--- config.mk ---
export PLATFORM = sky130hd
export DESIGN_NAME = serial_subtractor_fsm
export DESIGN_NICKNAME = d
export VERILOG_FILES = /design/src/rtl/serial_subtractor_fsm.sv
export SDC_FILE = /design/constraint.sdc
export NUM_CORES = 1
export LEC_CHECK = 0
export ABC_AREA = 1
export BUFFER_PORTS_ARGS = -buffer_cell sky130_fd_sc_hd__buf_4
export CAP_MARGIN = 5
export CORE_ASPECT_RATIO = 1.4
export CORE_MARGIN = 2
export CORE_UTILIZATION = 30
export CTS_CLUSTER_SIZE = 8
export DETAILED_ROUTE_END_ITERATION = 10
export PLACE_DENSITY = 0.6
export SLEW_MARGIN = 20
export SYNTH_ARGS = -nofsm -noshare
export SYNTH_HDL_FRONTEND = slang
export SYNTH_SLANG_ARGS = --single-unit
--- constraint.sdc ---
create_clock -name clk -period 1.3 [get_ports clk]
set_input_delay 0.13 -clock clk [delete_from_list [all_inputs] [get_ports clk]]
set_output_delay 0.13 -clock clk [all_outputs]
set_load 0.02 [all_outputs]
--- src/rtl/serial_subtractor_fsm.sv ---
// Bit-serial WIDTH-bit subtractor, LSB first.
// A full-subtract cell is stepped across the word one bit per clock, with the
// borrow carried in a flop. The start/ready/done handshake wraps the sequencing.
module serial_subtractor_fsm #(
    parameter int WIDTH = 8
) (
    input  logic             clk,
    input  logic             rst,
    input  logic             start,
    input  logic [WIDTH-1:0] a,
    input  logic [WIDTH-1:0] b,
    output logic             ready,
    output logic             busy,
    output logic             done,
    output logic [WIDTH-1:0] diff,
    output logic             borrow_out
);

    // Counter must hold 0..WIDTH-1; never narrower than one bit.
    localparam int CNT_W = ($clog2(WIDTH + 1) < 1) ? 1 : $clog2(WIDTH + 1);
    localparam logic [CNT_W-1:0] LAST = CNT_W'(WIDTH - 1);

    typedef enum logic [1:0] {
        IDLE  = 2'd0,
        SHIFT = 2'd1,
        DONE  = 2'd2
    } state_t;

    state_t state, state_next;

    logic [WIDTH-1:0] sa;
    logic [WIDTH-1:0] sb;
    logic [WIDTH-1:0] res;
    logic [WIDTH-1:0] res_next;
    logic             br;
    logic [CNT_W-1:0] cnt;

    logic load;
    logic step;
    logic last_bit;
    logic d;
    logic bn;

    // Difference bit of the full-subtract cell.
    function automatic logic sub_bit(input logic x, input logic y, input logic bin);
        return x ^ y ^ bin;
    endfunction

    // Borrow out of the full-subtract cell.
    function automatic logic sub_borrow(input logic x, input logic y, input logic bin);
        return (~x & y) | (~(x ^ y) & bin);
    endfunction

    assign d        = sub_bit(sa[0], sb[0], br);
    assign bn       = sub_borrow(sa[0], sb[0], br);
    assign last_bit = (cnt == LAST);

    // Result shifts right with the new bit entering at the MSB; a one-bit
    // word has nothing to shift, so it simply takes the new bit.
    generate
        if (WIDTH == 1) begin : g_res_one
            assign res_next = d;
        end else begin : g_res_multi
            assign res_next = {d, res[WIDTH-1:1]};
        end
    endgenerate

    // Outputs decoded from state only; no input reaches an output combinationally.
    assign ready = (state != SHIFT);
    assign busy  = (state == SHIFT);
    assign done  = (state == DONE);

    // State register.
    always_ff @(posedge clk) begin
        if (rst) begin
            state <= IDLE;
        end else begin
            state <= state_next;
        end
    end

    // Next-state decode and datapath strobes.
    always_comb begin
        state_next = state;
        load       = 1'b0;
        step       = 1'b0;
        case (state)
            IDLE, DONE: begin
                if (start) begin
                    load       = 1'b1;
                    state_next = SHIFT;
                end
            end
            SHIFT: begin
                step = 1'b1;
                if (last_bit) begin
                    state_next = DONE;
                end
            end
            default: begin
                state_next = IDLE;
            end
        endcase
    end

    // Operand/result shift registers, borrow flop, bit counter and output holds.
    always_ff @(posedge clk) begin
        if (rst) begin
            sa         <= '0;
            sb         <= '0;
            res        <= '0;
            br         <= 1'b0;
            cnt        <= '0;
            diff       <= '0;
            borrow_out <= 1'b0;
        end else if (load) begin
            sa  <= a;
            sb  <= b;
            res <= '0;
            br  <= 1'b0;
            cnt <= '0;
        end else if (step) begin
            sa  <= sa >> 1;
            sb  <= sb >> 1;
            res <= res_next;
            br  <= bn;
            cnt <= cnt + CNT_W'(1);
            if (last_bit) begin
                diff       <= res_next;
                borrow_out <= bn;
            end
        end
    end

endmodule

Word level (Yosys, flattened, before mapping):

Index checks and enable logic that the tools add are counted.

* register bits after elaboration: 40
* bits of input ports: 19
* word-level logic and storage cells: 39

* add/sub/neg operators: 1
* equal/unequal tests: 6
* multiplexer cells: 10
* bitwise operators: 8
* reduce and logical (&&, ||, !) cells: 6

Operator list (count)
* 8-bit 2-to-1 mux: 4
* 4-bit by 1-bit adder with 4-bit output, second input constant: 1
* 4-bit by 3-bit equality test with 1-bit output, second input constant: 1
* 2-bit 2-to-1 mux: 2
* 2-bit by 1-bit != test with 1-bit output, second input constant: 2
* 2-bit case mux with 2 select lines: 1
* 2-bit OR reduction: 2
* 1-bit 2-to-1 mux: 3
* 1-bit inverter: 3
* 3-bit AND reduction: 1
* 1-bit AND: 2
* 2-bit by 1-bit equality test with 1-bit output, second input constant: 1
* 2-bit equality test, second input constant: 1
* 2-bit zero test: 1
* 2-bit != test, second input constant: 1
* 2-bit AND reduction: 1
* 2-bit nonzero test: 1
* 1-bit XOR: 2
* 1-bit bitwise OR: 1

Logic depth before layout (Yosys ltp):

* depth after elaboration: 5
* depth in mapped cells: 8
* gate-level depth less buffers: 7

Worst setup path before layout:

Ideal clock, no wire load.

* path kind: register -> register
* from: reg cnt[0]
* to: reg borrow_out
* library setup time: 129 ps
* arrival: 1014 ps
* data required time: 1171 ps
* setup slack: 157 ps
* cell stages (with the launch flop): 8
* cell sequence: dfxtp_1 -> ha_1 -> nand3_1 -> nor2_4 -> buf_6 -> nand2_1 -> nand2_1 -> nor2_1

* longest elaborated chain between the ends: 2

Ends and longest elaborated chain
* from (decl): RTL line 36 `logic [CNT_W-1:0] cnt;`
* from (signal assigned): RTL line 127 `cnt <= cnt + CNT_W'(1);`
* 4-bit by 3-bit equality test with 1-bit output: RTL line 56 `assign last_bit = (cnt == LAST);`
* 3-bit AND reduction (no line)
* to (signal assigned): RTL line 130 `borrow_out <= bn;`
* to (decl): RTL line 16 `output logic borrow_out`

Every way passes these cells.
A chain may end at the register's enable or synchronous reset.

Worst setup path after layout:

* from: reg state[0]
* to: out ready

* longest elaborated chain between the ends: 1

Ends and longest elaborated chain
* from (decl): RTL line 29 `state_t state, state_next;`
* from (signal assigned): RTL line 78 `state <= state_next;`
* 2-bit by 1-bit != test with 1-bit output: RTL line 69 `assign ready = (state != SHIFT);`
* to (decl): RTL line 12 `output logic ready,`

Every way passes these cells.

==> summary.log <==
qor: power.powerDensity 1150 mW/mm²
qor: critical_path.critical_path.reg2reg.startpoint state[0]$_SDFFE_PP0P_
qor: clocking.clockRootBuffer sky130_fd_sc_hd__clkbuf_8
qor: power.vdd_drop_max 0.8412 mV
qor: finish.number_of_inserted_diodes 0
qor: timing.tns_setup 0 ps
qor: timing.period_needed 1252 ps
qor: clocking.cts_htree_levels 2
qor: placement.dp.cells 363
qor: logic_synthesis.synth.cell_area 0.001946 mm²
qor: critical_path.regToRegSetupSlack 110 ps
qor: critical_path.start_kind flop
qor: placement.port_buffers 30
qor: logic_synthesis.netlist-cell-type-count 25
qor: power.power_report.internal_total 0.002052 W
qor: logic_synthesis.synth-seq-area-share 40.13%
qor: detailed_routing.drt_first_iter_violations 62
qor: critical_path.cpLargestDelayFamily buffers and inverters
qor: critical_path.worstPathCellList buf_12 -> nand2_8 -> buf_8 -> buf_4
qor: detailed_routing.drcViolationCount 0
qor: clocking.cts_buffer_depth 2
qor: global_routing.grt_max_degree 14
qor: finish.areaGrowthSynthToFinish 25.79%
qor: die.placement_rows 34
qor: die.core-area 0.006254 mm²
qor: logic_synthesis.synthesis.area_per_instance 7.370 µm²
qor: timing.timing.clock.skew 10.17 ps
qor: power.p_comb_share 17.3%
qor: clocking.clock_latency 290 ps
qor: detailed_routing.routed_wirelength_normalized_by_instance_count 10.24 µm
qor: critical_path.criticalPathCategory flop to output port
qor: finish.num-fill-cells 647
qor: detailed_routing.drt-pass1-iter-count 4
qor: critical_path.worst-r2r-cell-count 8
qor: hold_path.hold_path.class input port to flop
qor: critical_path.crit_arrival 1120 ps
qor: outcome.status completed
qor: logic_synthesis.postSynthCellCount 264
qor: global_routing.number_of_antenna_violations_at_the_first_check_in_global_routing 0
qor: timing.slew_violations 0
qor: detailed_routing.detail_route.vias_per_cell 4.324
qor: power.total_leakage_power 1.114 nW
qor: critical_path.destination_of_the_worst_register_to_register_timing_path cnt[3]$_SDFFE_PP0N_
qor: timing.setup_violations 0
qor: die.floorplan.io_pins 31
qor: finish.drive_gt1_share 31.91%
qor: critical_path.worstSetupStartpoint state[0]$_SDFFE_PP0P_
qor: clocking.clock-sinks 39
qor: logic_synthesis.synth_warnings 0
qor: placement.place_congestion 0.8079
qor: power.clkPwrFrac 36.5%
qor: timing.finalHoldViolations 0
qor: critical_path.critical_path.max_fanout 10
qor: flow_run.max_cap_violations 0
qor: finish.layout_commonest_cell sky130_fd_sc_hd__nand2_1
qor: critical_path.cp.depth 4
qor: power.switching_power 0.0007613 W
qor: timing.grt_setup_unrepaired no
qor: detailed_routing.postRouteAntennaNets 0
qor: clocking.cts_made_buffers 5
qor: critical_path.endpoint_kind output port
qor: timing.final_min_period_over_clock_period 96.33%
qor: die.initial_core_util 31.11%
qor: timing.max_freq 798.6 MHz
qor: finish.layout.cells.most_common_list sky130_fd_sc_hd__nand2_1 (64), sky130_fd_sc_hd__inv_1 (44), sky130_fd_sc_hd__buf_4 (38)
qor: timing.slew_headroom 73.01%
qor: power.p_total 0.002813 W
qor: power.power.sequential.fraction 46.2%
qor: timing.timing_worst_slew_pin_value 404.5 ps
qor: detailed_routing.total_vias_in_the_final_route 1626
qor: placement.hpwl 2662 µm
qor: clocking.clk_pin_slew 80 ps
qor: critical_path.cp.buffers_inverters 3
qor: critical_path.wp_data_required 1170 ps
qor: die.dieArea 0.007154 mm²
qor: critical_path.crit_end ready
qor: global_routing.grt_pass1_vias 1533
qor: critical_path.slowest_delay 340 ps
qor: global_routing.grt_pass1_wl 6541 µm
qor: detailed_routing.post_route_wl 3850 µm
qor: global_routing.gr-usage-all-layers 11.43%
qor: finish.finish.net_count 324
qor: finish.stdcell_count 376
qor: logic_synthesis.synth-seq-cells 39
qor: clocking.cts_tree done
qor: logic_synthesis.synthesis.nets 285
qor: global_routing.overflow 0
qor: power.power.switching_fraction 27.06%
qor: die.die_h 99.29 µm
qor: critical_path.slowest_stage sky130_fd_sc_hd__dfxtp_2
qor: die.die_x 72.06 µm
per-layer routing:
metal / vias up / wire length [µm] / GRT usage (%)
met2: 33 / 1913 / 19.90
met5: - / 0 / 0
met3: 5 / 139 / 2.432
li1: 868 / - / -
met1: 720 / 1741 / 13.89
met4: 0 / 56 / 3.483
area by class of cell:
| type | instances | area, µm² | share of cell area (%) |
|---|---|---|---|
| Inverter | 49 | 196.4 | 8.027 |
| Timing Repair Buffer | 43 | 380.4 | 15.54 |
| Tap cell | 72 | 90.09 | 3.681 |
| Clock inverter | 3 | 43.79 | 1.789 |
| Clock buffer | 5 | 68.82 | 2.812 |
| Sequential cell | 39 | 784.5 | 32.06 |
| Multi-Input combinational cell | 165 | 883.3 | 36.09 |
worst register-to-register path: stages, from the launching register on:
cell and delay (ps):
sky130_fd_sc_hd__dfxtp_2 340, sky130_fd_sc_hd__buf_12 130, sky130_fd_sc_hd__nand2_8 70, sky130_fd_sc_hd__buf_4 170, sky130_fd_sc_hd__buf_12 130, sky130_fd_sc_hd__nor2_2 110
sky130_fd_sc_hd__nand2_1 60, sky130_fd_sc_hd__nand2_1 50, sky130_fd_sc_hd__nor2_1 40
sequential cells by signal, summed over array words and instances (netlist names):
name	cells
diff	8
sa	8
sb	8
res	7
cnt	4
state	2
borrow_out	1
br	1
cell usage after synthesis:
cell type                  count  area share, %
sky130_fd_sc_hd__nand2_1      64             12
sky130_fd_sc_hd__inv_1        44            8.5
sky130_fd_sc_hd__dfxtp_1      39             40
sky130_fd_sc_hd__nor2_1       32            6.2
sky130_fd_sc_hd__nand3_1      15            3.9
sky130_fd_sc_hd__o21ai_2      10            4.5
sky130_fd_sc_hd__a21oi_1       9            2.3
sky130_fd_sc_hd__a21oi_2       9            4.1
sky130_fd_sc_hd__o21ai_1       7            1.8
sky130_fd_sc_hd__nor2_2        6            1.9
sky130_fd_sc_hd__buf_6         4            2.3
sky130_fd_sc_hd__buf_8         3            2.3
sky130_fd_sc_hd__nand2_2       3           0.96
sky130_fd_sc_hd__nor2_4        3            1.7
sky130_fd_sc_hd__buf_2         2           0.51
sky130_fd_sc_hd__buf_4         2           0.77
sky130_fd_sc_hd__inv_2         2           0.39
sky130_fd_sc_hd__inv_4         2           0.64
sky130_fd_sc_hd__nand2_4       2            1.2
sky130_fd_sc_hd__clkbuf_1      1           0.19
sky130_fd_sc_hd__fa_1          1            1.0
sky130_fd_sc_hd__ha_1          1           0.64
sky130_fd_sc_hd__inv_6         1           0.45
sky130_fd_sc_hd__nand2_8       1            1.0
sky130_fd_sc_hd__o21ai_0       1           0.26
cells by family after synthesis:
group                      share of synthesized area, %
DFF                                               40.13
and+or+nand+nor                                   29.20
buffers and inverters                             16.08
adders and majority gates                         1.672
AOI/OAI and AO/OA                                 12.93
repair_timing:
item	4_1_cts	5_1_grt
setup buffers	3	1
hold buffers	0	0
endpoints found under the setup margin	3	11
pin swaps	2	2
cloned	1	0
gates resized for setup	5	6
worst min-delay path by stage:
stage	startpoint	endpoint	slack (ps)	depth (start not counted)
finish	b[7]	sb[7]$_SDFFE_PP0P_	50	3
global route	b[7]	sb[7]$_SDFFE_PP0P_	70	3
CTS	b[7]	sb[7]$_SDFFE_PP0P_	50	3
detailed placement	b[7]	sb[7]$_SDFFE_PP0P_	360	3
global placement	b[7]	sb[7]$_SDFFE_PP0P_	350	3
floorplan	b[7]	sb[7]$_SDFFE_PP0P_	260	2
stage by stage:
step | cell area [µm²] | hold WS [ps] | setup slack (ps) | util (%)
floorplan | 1946 | 264.9 | 156.9 | -
global placement | 2247 | 354.8 | 64.69 | 35.93
detailed placement | 2247 | 356.7 | 8.417 | 35.93
CTS | 2417 | 52.36 | 0.3961 | 38.66
global route | 2447 | 65.33 | 7.095 | 39.14
finish | 2447 | 54.92 | 47.75 | 39.14
power by group through the flow:
| stage | Clock, W | Sequential [W] | Combinational [W] |
|---|---|---|---|
| floorplan | 0 | 0.00132 | 0.000344 |
| global placement | 0 | 0.00132 | 0.000453 |
| detailed placement | 0 | 0.00132 | 0.000459 |
| CTS | 0.00105 | 0.00130 | 0.000486 |
| global route | 0.00111 | 0.00131 | 0.000544 |
| finish | 0.00103 | 0.00130 | 0.000486 |
Power figures use the tool's default switching activity.
